File: config.mk
export PLATFORM = sky130hd
export DESIGN_NAME = addsub_result_stage
export DESIGN_NICKNAME = d
export VERILOG_FILES = /design/src/rtl/addsub_result_stage_pkg.sv /design/src/rtl/addsub_flag_calc.sv /design/src/rtl/addsub_result_stage.sv
export SDC_FILE = /design/constraint.sdc
export NUM_CORES = 1
export LEC_CHECK = 0
export BUFFER_PORTS_ARGS = -buffer_cell sky130_fd_sc_hd__clkbuf_2
export CAP_MARGIN = 25
export CORE_UTILIZATION = 45
export CTS_CLUSTER_DIAMETER = 40
export DETAILED_ROUTE_END_ITERATION = 8
export HOLD_SLACK_MARGIN = 0.15
export PLACE_DENSITY_LB_ADDON = 0.1
export SETUP_SLACK_MARGIN = 0.2
export SYNTH_ARGS = -nofsm -noshare
export SYNTH_HDL_FRONTEND = slang
export SYNTH_SLANG_ARGS = --single-unit
File: constraint.sdc
create_clock -name clk -period 2.5 [get_ports clk]
set_input_delay 0.125 -clock clk [delete_from_list [all_inputs] [get_ports clk]]
set_output_delay 0.125 -clock clk [all_outputs]
set_load 0.01 [all_outputs]
File: src/rtl/addsub_result_stage_pkg.sv
// Shared definitions for the add/sub result stage.
//   FLAG_W          : width of the flag vector
//   FLG_C/V/Z/N     : bit positions of carry, overflow, zero, negative in flags_t
//   flags_t         : packed flag vector {C,V,Z,N}
package addsub_result_stage_pkg;

  localparam int FLAG_W = 4;

  localparam int FLG_C = 3;
  localparam int FLG_V = 2;
  localparam int FLG_Z = 1;
  localparam int FLG_N = 0;

  typedef logic [FLAG_W-1:0] flags_t;

endpackage

File: src/rtl/addsub_flag_calc.sv
// Combinational flag derivation for the prefix add/sub unit.
// The adder itself is upstream; this block reconstructs the MSB carry-in from
// the operands and the sum, then derives carry-out and signed overflow.
// Ports:
//   in_a   : operand a as fed to the adder
//   in_b   : operand b before the adder's own inversion
//   in_sel : 0 = add, 1 = subtract (adder inverts b)
//   in_sum : adder output
//   flags  : {C,V,Z,N}
module addsub_flag_calc
  import addsub_result_stage_pkg::*;
#(
  parameter int WIDTH = 16
) (
  input  logic [WIDTH-1:0] in_a,
  input  logic [WIDTH-1:0] in_b,
  input  logic             in_sel,
  input  logic [WIDTH-1:0] in_sum,
  output flags_t           flags
);

  logic a_msb;
  logic bx_msb;
  logic c_msb;
  logic carry;

  // Only the MSBs of the operands matter; the lower bits are already folded
  // into in_sum by the adder.
  logic unused_lsbs;
  assign unused_lsbs = ^{in_a[WIDTH-2:0], in_b[WIDTH-2:0]};

  assign a_msb  = in_a[WIDTH-1];
  assign bx_msb = in_sel ? ~in_b[WIDTH-1] : in_b[WIDTH-1];

  // Carry into the MSB position, recovered from the MSB sum bit.
  assign c_msb  = in_sum[WIDTH-1] ^ a_msb ^ bx_msb;
  assign carry  = (a_msb & bx_msb) | (c_msb & (a_msb | bx_msb));

  always_comb begin
    // NOTE: every output gets a default first so no path leaves it unassigned
    // and infers a latch.
    flags        = '0;
    flags[FLG_C] = carry;
    flags[FLG_V] = carry ^ c_msb;
    flags[FLG_Z] = (in_sum == '0);
    flags[FLG_N] = in_sum[WIDTH-1];
  end

endmodule

File: src/rtl/addsub_result_stage.sv
// Registered result/flag stage downstream of the 16-bit prefix add/sub unit.
// Accepts operands + combinational sum on a valid/ready input, derives
// {C,V,Z,N}, and buffers result+flags in a DEPTH-entry FIFO toward the consumer.
// Also keeps a sticky overflow bit and a completed-operation counter.
// Ports:
//   clk, reset            : rising-edge clock, synchronous active-high reset
//   in_valid / in_ready   : input handshake; in_ready = FIFO not full (1 during reset)
//   in_a, in_b, in_sel    : operands and add/sub select as seen by the adder
//   in_cin                : adder carry-in (already reflected in in_sum)
//   in_sum                : adder output
//   out_valid / out_ready : output handshake on the FIFO head
//   out_sum, out_flags    : head result and flags {C,V,Z,N}
//   ovf_sticky, ovf_clr   : sticky overflow bit and its clear
//   op_count              : number of results popped, wrapping
module addsub_result_stage
  import addsub_result_stage_pkg::*;
#(
  parameter int WIDTH = 16,
  parameter int DEPTH = 2,
  parameter int CNT_W = 16
) (
  input  logic             clk,
  input  logic             reset,
  input  logic             in_valid,
  output logic             in_ready,
  input  logic [WIDTH-1:0] in_a,
  input  logic [WIDTH-1:0] in_b,
  input  logic             in_sel,
  input  logic             in_cin,
  input  logic [WIDTH-1:0] in_sum,
  output logic             out_valid,
  input  logic             out_ready,
  output logic [WIDTH-1:0] out_sum,
  output flags_t           out_flags,
  output logic             ovf_sticky,
  input  logic             ovf_clr,
  output logic [CNT_W-1:0] op_count
);

  localparam int PTR_W  = (DEPTH > 1) ? $clog2(DEPTH) : 1;
  localparam int FILL_W = PTR_W + 1;

  typedef struct packed {
    logic [WIDTH-1:0] sum;
    flags_t           flags;
  } entry_t;

  // The carry-in is already folded into in_sum by the adder.
  logic unused_cin;
  assign unused_cin = in_cin;

  flags_t            flags;
  entry_t            mem [DEPTH];
  logic [PTR_W-1:0]  wr_ptr;
  logic [PTR_W-1:0]  rd_ptr;
  logic [FILL_W-1:0] count;
  logic              push;
  logic              pop;
  entry_t            head;

  addsub_flag_calc #(
    .WIDTH (WIDTH)
  ) u_flag_calc (
    .in_a   (in_a),
    .in_b   (in_b),
    .in_sel (in_sel),
    .in_sum (in_sum),
    .flags  (flags)
  );

  // Full blocks input even if the head pops this cycle; keeps in_ready a pure
  // function of registered state (plus reset).
  assign in_ready  = reset | (count != FILL_W'(DEPTH));
  assign out_valid = (count != '0);
  assign push      = in_valid & in_ready;
  assign pop       = out_valid & out_ready;

  // NOTE: the storage array has no reset; validity is tracked by count and the
  // pointers, so clearing the data would only cost reset fan-out.
  always_ff @(posedge clk) begin
    if (push) begin
      mem[wr_ptr] <= '{sum: in_sum, flags: flags};
    end
  end

  // NOTE: all sequential state uses non-blocking assignments so every register
  // samples pre-edge values regardless of statement order.
  always_ff @(posedge clk) begin
    if (reset) begin
      wr_ptr <= '0;
      rd_ptr <= '0;
      count  <= '0;
    end else begin
      // DEPTH is a power of two, so pointers wrap by natural overflow.
      if (push) wr_ptr <= wr_ptr + PTR_W'(1);
      if (pop)  rd_ptr <= rd_ptr + PTR_W'(1);
      case ({push, pop})
        2'b10:   count <= count + FILL_W'(1);
        2'b01:   count <= count - FILL_W'(1);
        default: count <= count;
      endcase
    end
  end

  always_ff @(posedge clk) begin
    if (reset) begin
      ovf_sticky <= 1'b0;
    end else if (push && flags[FLG_V]) begin
      // Set wins over a same-cycle clear.
      ovf_sticky <= 1'b1;
    end else if (ovf_clr) begin
      ovf_sticky <= 1'b0;
    end
  end

  always_ff @(posedge clk) begin
    if (reset) begin
      op_count <= '0;
    end else if (pop) begin
      op_count <= op_count + CNT_W'(1);
    end
  end

  // Head is driven purely from registered state. Masking with out_valid gives
  // zero outputs after reset without having to clear the storage.
  assign head      = mem[rd_ptr];
  assign out_sum   = out_valid ? head.sum   : '0;
  assign out_flags = out_valid ? head.flags : '0;

endmodule

==> results of run 1 <==
[stage by stage]
step | area [um2] | total power, mW | setup slack [ps] | cells
after global routing | 3294 | 3.112 | 469.4 | 369
after detailed placement | 2893 | 2.070 | 573.8 | 334
final | 3294 | 2.968 | 546.5 | 369
after floorplan | 2497 | 1.776 | 511.0 | 205
after global placement | 2893 | 2.059 | 582.8 | 334
after CTS | 3294 | 2.995 | 547.7 | 369
[synthesized netlist by cell type (all sizes together) (3+ instances only)]
cell,number
dfxtp,22
nand2b,3
nor4,7
mux2i,20
inv,6
clkbuf,4
xnor2,9
nand4,4
edfxtp,38
nand2,9
buf,3
or3,3
o21ai,4
nand3,5
nor3,3
xor2,6
nor2,39
a21oi,7
[worst max-delay path by stage]
stage          slack, ps                   from                 endpoint  cells past startpoint
6_report             550  count[1]$_SDFFE_PP0P_    count[1]$_SDFFE_PP0P_                      5
5_1_grt              470  count[1]$_SDFFE_PP0P_  ovf_sticky$_SDFFE_PP0P_                      4
4_1_cts              550  count[1]$_SDFFE_PP0P_    count[1]$_SDFFE_PP0P_                      5
3_5_place_dp         570  count[1]$_SDFFE_PP0P_    count[1]$_SDFFE_PP0P_                      5
3_3_place_gp         580  count[1]$_SDFFE_PP0P_    count[1]$_SDFFE_PP0P_                      5
2_1_floorplan        510  count[0]$_SDFFE_PP0P_      mem[0][0]$_DFFE_PP_                      3
[registers in the layout, summed over array words and instances, names as in the netlist, named ones only]
register    flops
count           2
ovf_sticky      1
wr_ptr          1
op_count       16
rd_ptr          1
mem            38
[kinds of logic (layout without fill, tap and decap cells)]
logic type | after synthesis | in the layout | share of synthesized area
adder cells (fa/ha/maj) | 2 | 2 | 0.01002
AO/OA/AOI/OAI | 16 | 16 | 0.04359
AND/OR/NAND/NOR | 78 | 78 | 0.1568
multiplexers | 20 | 20 | 0.08016
flip-flops | 60 | 60 | 0.6333
XOR/XNOR | 15 | 15 | 0.05261
buffers and inverters | 14 | 108 | 0.02354
[final cells by class]
cell class              instances  area [um2]
clock buffers                  12       165.2
clock inverters                 4       46.29
fillers                       427        1943
inverters                       7       26.28
multi-input cells             131       857.1
flip-flops and latches         60        1582
well taps                      70       87.58
repair buffers                 85       530.5
[layer usage]
metal  vias to the layer above  part of all wire
li1                        917                 -
met1                       849              0.42
met2                        40              0.52
met3                         6             0.041
met4                         0             0.016
met5                         -                 0
[cells in the final DEF, fill, tap and decap left out, drive strengths merged, types with 2 or more instances in the layout]
master,instances
inv,6
clkbuf,74
nor4,7
nand4,4
a21oi,7
xor2,6
xnor2,9
mux2i,20
buf,4
nand3,5
nor2,39
nand2,9
clkinv,3
or3,3
and4,2
o21ai,4
edfxtp,38
nand2b,3
ha,2
a31o,2
dlygate4sd3,19
nor3,3
dfxtp,22
[worst max-delay path, stage by stage (launching register included)]
cell and delay, ps:
sky130_fd_sc_hd__dfxtp_1 460, sky130_fd_sc_hd__or3b_2 520, sky130_fd_sc_hd__nand2_1 150, sky130_fd_sc_hd__ha_1 280, sky130_fd_sc_hd__or3_1 350, sky130_fd_sc_hd__a21oi_1 130
[power by group through the flow]
stage / Clock [mW] / Combinational [mW] / Sequential, mW
floorplan: 0 / 0.524 / 1.25
global placement: 0 / 0.801 / 1.26
detailed placement: 0 / 0.808 / 1.26
CTS: 0.921 / 0.834 / 1.24
global route: 0.965 / 0.894 / 1.25
finish: 0.907 / 0.822 / 1.24
==> results.txt, run 1 <==
----------------------------------------------------
[Worst hold path]
  Worst hold start ... out_ready
  Worst hold path depth ... 4
  Terminating pin of the worst hold path ... op_count[1]$_SDFFE_PP0P_
  Hold/Removal Path Class ... input port to flip-flop

[STA]
  Total Neg Setup Slack ... 0 ps
  RSZ-0062 raised after global routing ... no
  Highest Clock Rate ... between 500 and 600 MHz
  Final Hold Slack ... between 150 and 200 ps
  Actual transition at the worst max-transition pin ... 863.8 ps
  Final cycle utilization of the critical path ... 0.7814
  Fin Clk Skew ... between 3 and 4 ps
  Final Hold Violating Endpoints ... 0
  Final count of negative-setup-slack endpoints ... 0
  Minimum clock period ... 1953 ps
  Slew Limit Fails ... 0
  Headroom to the max-slew limit ... 0.4241

[Setup path]
  Max FO, Critical Path ... 6
  Critical path arrival ... between 2000 and 2500 ps
  Critical path class ... flip-flop to flip-flop
  Crit path launch type ... flip-flop
  Endpoint of the lowest-slack register-to-register path ... count[1]$_SDFFE_PP0P_
  Flop2flop setup slack ... around 550 ps
  Reg-to-reg critical path startpoint ... count[1]$_SDFFE_PP0P_
  CP required ... 2770 ps
  Endpoint class of the critical path ... flip-flop
  R2r worst-path depth ... 5

[Clocking]
  Clock root buffer master ... sky130_fd_sc_hd__clkbuf_8
  CTS Sinks ... 60
  Largest buffer count on any clock path ... 2
  Number of buffers inserted to repair setup after CTS ... 0
  CTS resizes ... 0
  Clock latency reported for the late side of the worst-skew pair ... about 330 ps
  Hold bufs inserted after CTS ... 19
  H-tree level count ... 3
  CTS clock-pin slew for the worst setup and hold paths ... around 70 ps
  TritonCTS clock tree ... done
  Total CTS buffers ... 9

[Power]
  Clk pwr share ... 0.306
  Cell internal pwr ... around 2.1 mW
  Worst ir drop on vdd ... approximately 420 uV
  Static leakage power ... about 1.3 nW
  Pwr dens ... between 900 and 1000 mW/mm2
  Switching power as a share of total power ... 0.3067
  Share of total power in sequential cells ... 0.417
  Fraction of power consumed by combinational cells ... 0.277
  Net Switching ... 0.9104 mW

[Floorplan]
  Row Count ... 26
  I/O pin total ... 94
  Die area ... just under 0.006 mm2
  Initial Utilization ... 0.4768
  Width of the die ... ~76 um
  CORE AREA ... approximately 0.0052 mm2
  Die height ... between 70 and 80 um

[Global route]
  First-pass GRT wire length ... roughly 7800 um
  Total routing usage reported by global routing ... 0.1780
  Routing usage on met2 ... 0.3135
  Most congested layer reported by global routing ... met2
  Initial antenna violation count ... 0
  Met1 usage in global routing ... 0.1945
  Largest net degree at the start of global routing ... 24
  Vias in the first global route ... ~1.7k
  Grt met3 use ... 0.05269
  Remaining Overflow, GRT ... 0

[Logic synthesis]
  Total of flip-flops plus latches after synthesis ... 60
  Top flip-flop cell by instance count after synthesis ... sky130_fd_sc_hd__edfxtp_1
  Number of distinct library cell variants in the gate-level netlist after synthesis ... 33
  Cell area after synthesis ... 0.002497 mm2
  Top post-synthesis cells by area ... sky130_fd_sc_hd__edfxtp_1, sky130_fd_sc_hd__dfxtp_1, sky130_fd_sc_hd__mux2i_1
  Mean cell area of the mapped netlist ... 12.18 um2
  Yosys warnings ... 0
  Number of enable flip-flop cells after synthesis ... 38
  FFs w/ async S/R, synth ... 0
  Gate Count Post-Synth ... 205
  Synthesized Nets ... 262
  Fraction of post-synthesis cell area in the top cell type by area ... 0.4569
  Sequential-to-total area share from yosys stat ... 0.6333
  Post-synth top area cell ... sky130_fd_sc_hd__edfxtp_1

[Place]
  Global placer's final weighted congestion ... 0.6872
  PortBufs ... 62
  DP Wirelength ... approximately 3000 um

[Finish]
  Diodes inserted ... 0
  Area Growth Syn to Fin ... 31.91%
  Fraction of layout cells with a size suffix above 1 ... 0.2977
  End-of-flow core utilization ... 0.6290
  Net count, final ... between 300 and 400

[Outcome]
  Outcome ... completed

[Drt]
  Detailed-route vias per instance ... between 4 and 5
  Total Routed Length ... slightly below 5000 um
  Router iterations before antenna repair ... 4
  Violation count after the first detailed-route iteration ... ~60
  Vias ... 1812
  Final routed DRC violation total ... 0
  Number of nets with antenna violations after detailed routing ... 0
  Average wire per standard cell ... ~13 um

[Run]
  Max_cap viols ... 0

----------------------------------------------------
(Power assumes the default switching activity.)
==> inputs of run 2 (changes only) <==
ABC_AREA = 1   (was unset)
clock period = 2 ns   (was 2.5 ns; I/O delays follow)
==> run 2 against run 1 <==
Core utilization is 1.7 points lower. Flip-flop and latch count stayed put. Sequential power is 16% higher. Count of clock-buffer cells in the layout is 1 lower. Critical path type is now flip-flop to output pin. Worst setup slack worse by 200 ps. Hold slack worse by 1.6 ps. Power is 2.8% higher. Largest power group unchanged. Global-route usage is 0.22 points higher. Register-to-register slack worse by 130 ps.
==> results.txt, run 2 <==
----------------------------------------------------
[Finish]
  Most common cell after layout, fill and taps aside ... sky130_fd_sc_hd__nand2_1
  Largest registers ... mem: 38 flops, op_count: 16 flops, count: 2 flops
  End-of-flow core utilization ... 0.6117 (-0.01732)
  Most frequent cells in the layout ... sky130_fd_sc_hd__nand2_1, sky130_fd_sc_hd__clkbuf_2, sky130_fd_sc_hd__edfxtp_1
  Most flops, register ... mem
  Fraction of layout cells with a size suffix above 1 ... 0.2786 (-0.01911)
  Net count, final ... 411 (+17%)
  Diodes inserted ... 0 (unchanged)
  Area Growth Syn to Fin ... 30.36%
  Flip-flop count of the largest register, all copies and words added ... 38 (unchanged)

[STA]
  Minimum clock period ... roughly 1700 ps
  Headroom to the max-slew limit ... 0.6308 (+0.2067)
  Total Neg Setup Slack ... 0 ps (unchanged)
  Final count of negative-setup-slack endpoints ... 0 (unchanged)
  Final Hold Slack ... 182.0 ps (-1.597 ps)
  Fin Clk Skew ... 3.411 ps (-0.2901 ps)
  Final Hold Violating Endpoints ... 0 (unchanged)
  Actual transition at the worst max-transition pin ... 550.5 ps (-313.4 ps)
  Highest Clock Rate ... 605.9 MHz
  Final cycle utilization of the critical path ... 0.8252
  RSZ-0062 raised after global routing ... no
  Slew Limit Fails ... 0 (unchanged)

[Setup path]
  Crit path launch type ... flip-flop
  Endpoint class of the critical path ... output pin
  CP required ... 1900 ps (-870 ps)
  Max FO, Critical Path ... 19 (+13)
  Critical path arrival ... 1550 ps (-670 ps)
  Critical path class ... flip-flop to output pin

[Global route]
  Met1 usage in global routing ... 0.2123 (+0.01773)
  First-pass GRT wire length ... 8142 um (+4.1%)
  Largest net degree at the start of global routing ... 20 (-17%)
  Most congested layer reported by global routing ... met2
  Remaining Overflow, GRT ... 0 (unchanged)
  Routing usage on met2 ... 0.3000 (-0.01351)
  Total routing usage reported by global routing ... 0.1801 (+0.002177)
  Initial antenna violation count ... 0 (unchanged)
  Grt met3 use ... 0.03765 (-0.01505)
  Vias in the first global route ... 1861 (+12%)

[Floorplan]
  Width of the die ... 77.78 um (+1.7%)
  I/O pin total ... 94 (unchanged)
  Die area ... 0.006049 mm2 (+3.4%)
  Initial Utilization ... 0.4692 (-0.007616)
  CORE AREA ... 0.005507 mm2 (+5.1%)
  Die height ... 77.78 um (+1.7%)
  Row Count ... 27 (+3.8%)

[Clocking]
  CTS clock-pin slew for the worst setup and hold paths ... 60 ps (about the same)
  TritonCTS clock tree ... done
  Total CTS buffers ... 9 (unchanged)
  Largest buffer count on any clock path ... 2 (unchanged)
  H-tree level count ... 3 (unchanged)
  CTS Sinks ... 60 (unchanged)
  Clock latency reported for the late side of the worst-skew pair ... 320 ps (about the same)
  Clock root buffer master ... sky130_fd_sc_hd__clkbuf_8

[Power]
  Worst ir drop on vdd ... 577.2 uV (+36%)
  Fraction of power consumed by combinational cells ... 0.195 (-0.082)
  Clk pwr share ... 0.332 (+0.026)
  Net Switching ... 0.8550 mW (-6.1%)
  Share of total power in sequential cells ... 0.473 (+0.056)
  Pwr dens ... 906.1 mW/mm2 (+0.58%)
  Total power draw ... 3.052 mW (+2.8%)
  Cell internal pwr ... 2.197 mW (+6.8%)
  Static leakage power ... 1.358 nW (+5.4%)
  Switching power as a share of total power ... 0.2802 (-0.02657)

[Logic synthesis]
  Number of enable flip-flop cells after synthesis ... 38 (unchanged)
  Sequential-to-total area share from yosys stat ... 0.6121 (-0.02116)
  FFs w/ async S/R, synth ... 0 (unchanged)
  Gate Count Post-Synth ... 264 (+29%)
  Top post-synthesis cells by area ... sky130_fd_sc_hd__edfxtp_1, sky130_fd_sc_hd__dfxtp_1, sky130_fd_sc_hd__nand2_1
  Synthesized Nets ... 321 (+23%)
  Top flip-flop cell by instance count after synthesis ... sky130_fd_sc_hd__edfxtp_1
  Yosys warnings ... 0 (unchanged)
  Most frequently used cell type in the post-synthesis netlist ... sky130_fd_sc_hd__nand2_1
  Cell area after synthesis ... 0.002584 mm2 (+3.5%)
  Total of flip-flops plus latches after synthesis ... 60 (unchanged)
  Post-synth top area cell ... sky130_fd_sc_hd__edfxtp_1
  Commonest cells in the netlist ... sky130_fd_sc_hd__nand2_1, sky130_fd_sc_hd__edfxtp_1, sky130_fd_sc_hd__a21oi_1
  Number of distinct library cell variants in the gate-level netlist after synthesis ... 29 (-12%)
  Fraction of post-synthesis cell area in the top cell type by area ... 0.4416 (-0.01527)
  Mean cell area of the mapped netlist ... 9.787 um2 (-20%)

[Drt]
  Violation count after the first detailed-route iteration ... 73 (+24%)
  Total Routed Length ... 5009 um (+3.1%)
  Average wire per standard cell ... 11.62 um (-12%)
  Vias ... 2048 (+13%)
  Router iterations before antenna repair ... 4 (unchanged)
  Number of nets with antenna violations after detailed routing ... 0 (unchanged)
  Final routed DRC violation total ... 0 (unchanged)
  Detailed-route vias per instance ... 4.752 (-3.2%)

[Place]
  Global placer's final weighted congestion ... 0.7956 (+16%)
  DP Wirelength ... 3277 um (+6.5%)
  PortBufs ... 62 (unchanged)

[Worst hold path]
  Hold/Removal Path Class ... input port to flip-flop

[Outcome]
  Outcome ... completed

[Run]
  Max_cap viols ... 0 (unchanged)

----------------------------------------------------
run 2: cell types whose count changed after synthesis, moves of 4 or more:
cell	before	now
sky130_fd_sc_hd__o21ai_1	0	4
sky130_fd_sc_hd__nand2_1	9	63
sky130_fd_sc_hd__xnor2_1	9	1
sky130_fd_sc_hd__inv_1	6	20
sky130_fd_sc_hd__nor2_1	39	24
sky130_fd_sc_hd__nand3_1	4	10
sky130_fd_sc_hd__mux2i_1	20	0
sky130_fd_sc_hd__a21oi_1	7	32
sky130_fd_sc_hd__o21ai_0	3	13
sky130_fd_sc_hd__xor2_1	6	0
sky130_fd_sc_hd__nor2_4	0	4
run 2: cells by family after synthesis:
group | Yosys count | synth area share
fa+ha+maj | 2 | 0.009684
buf+inv | 31 | 0.04987
compound gates | 52 | 0.1046
simple gates | 118 | 0.2203
xor+xnor | 1 | 0.003390
flops | 60 | 0.6121
run 2: through the flow:
stage               setup slack, ps  instance area (um2)  instances
detailed placement            427.9                 2984        395
global placement              447.2                 2984        395
floorplan                     363.9                 2589        264
CTS                           322.7                 3368        431
global route                  225.2                 3368        431
finish                        349.6                 3368        431
run 2: final timing paths:
check	end	slack (ps)	from	cells past startpoint
worst max-delay path	out_flags[0]	350	flip-flop	4
worst min-delay path	wr_ptr$_SDFFE_PP0P_	180	in_valid	4
worst min register to register	rd_ptr$_SDFFE_PP0P_	450	rd_ptr$_SDFFE_PP0P_	1
worst max register to register	count[1]$_SDFFE_PP0P_	420	count[0]$_SDFFE_PP0P_	8
run 2: worst max-delay path: stages, from the launching register on:
cell	delay (ps)
sky130_fd_sc_hd__dfxtp_1	340
sky130_fd_sc_hd__clkinv_1	450
sky130_fd_sc_hd__nand2_1	180
sky130_fd_sc_hd__a21oi_1	110
sky130_fd_sc_hd__clkbuf_2	140
run 2: layer usage:
metal / vias to the layer above / wire (um)
met1: 913 / 2279
met3: 6 / 222
met2: 53 / 2437
met5: - / 0
met4: 0 / 70
li1: 1076 / -
run 2: power groups by stage:
stage                     combinational (mW)  sequential [mW]  clock, mW
after floorplan                        0.357             1.47          0
after global placement                 0.564             1.47          0
after detailed placement               0.568             1.47          0
after CTS                              0.601             1.44       1.04
after global routing                   0.659             1.45       1.09
final                                  0.594             1.44       1.01
run 2: repair_timing:
action | in CTS | in global routing
gates resized for setup | 0 | 0
endpoints found under the hold margin | 37 | 0
setup endpoints to repair | 0 | 0
hold buffers | 20 | 0
setup buffers | 0 | 0
run 2: final cells by class:
class                      count  area, um2
fill                         488       2138
sequential                    60       1582
multi-input combinational    173      878.3
timing repair buffer          87      548.0
clock buffer                  11      131.4
tap                           72      90.09
inverter                      23      86.33
clock inverter                 5      52.55
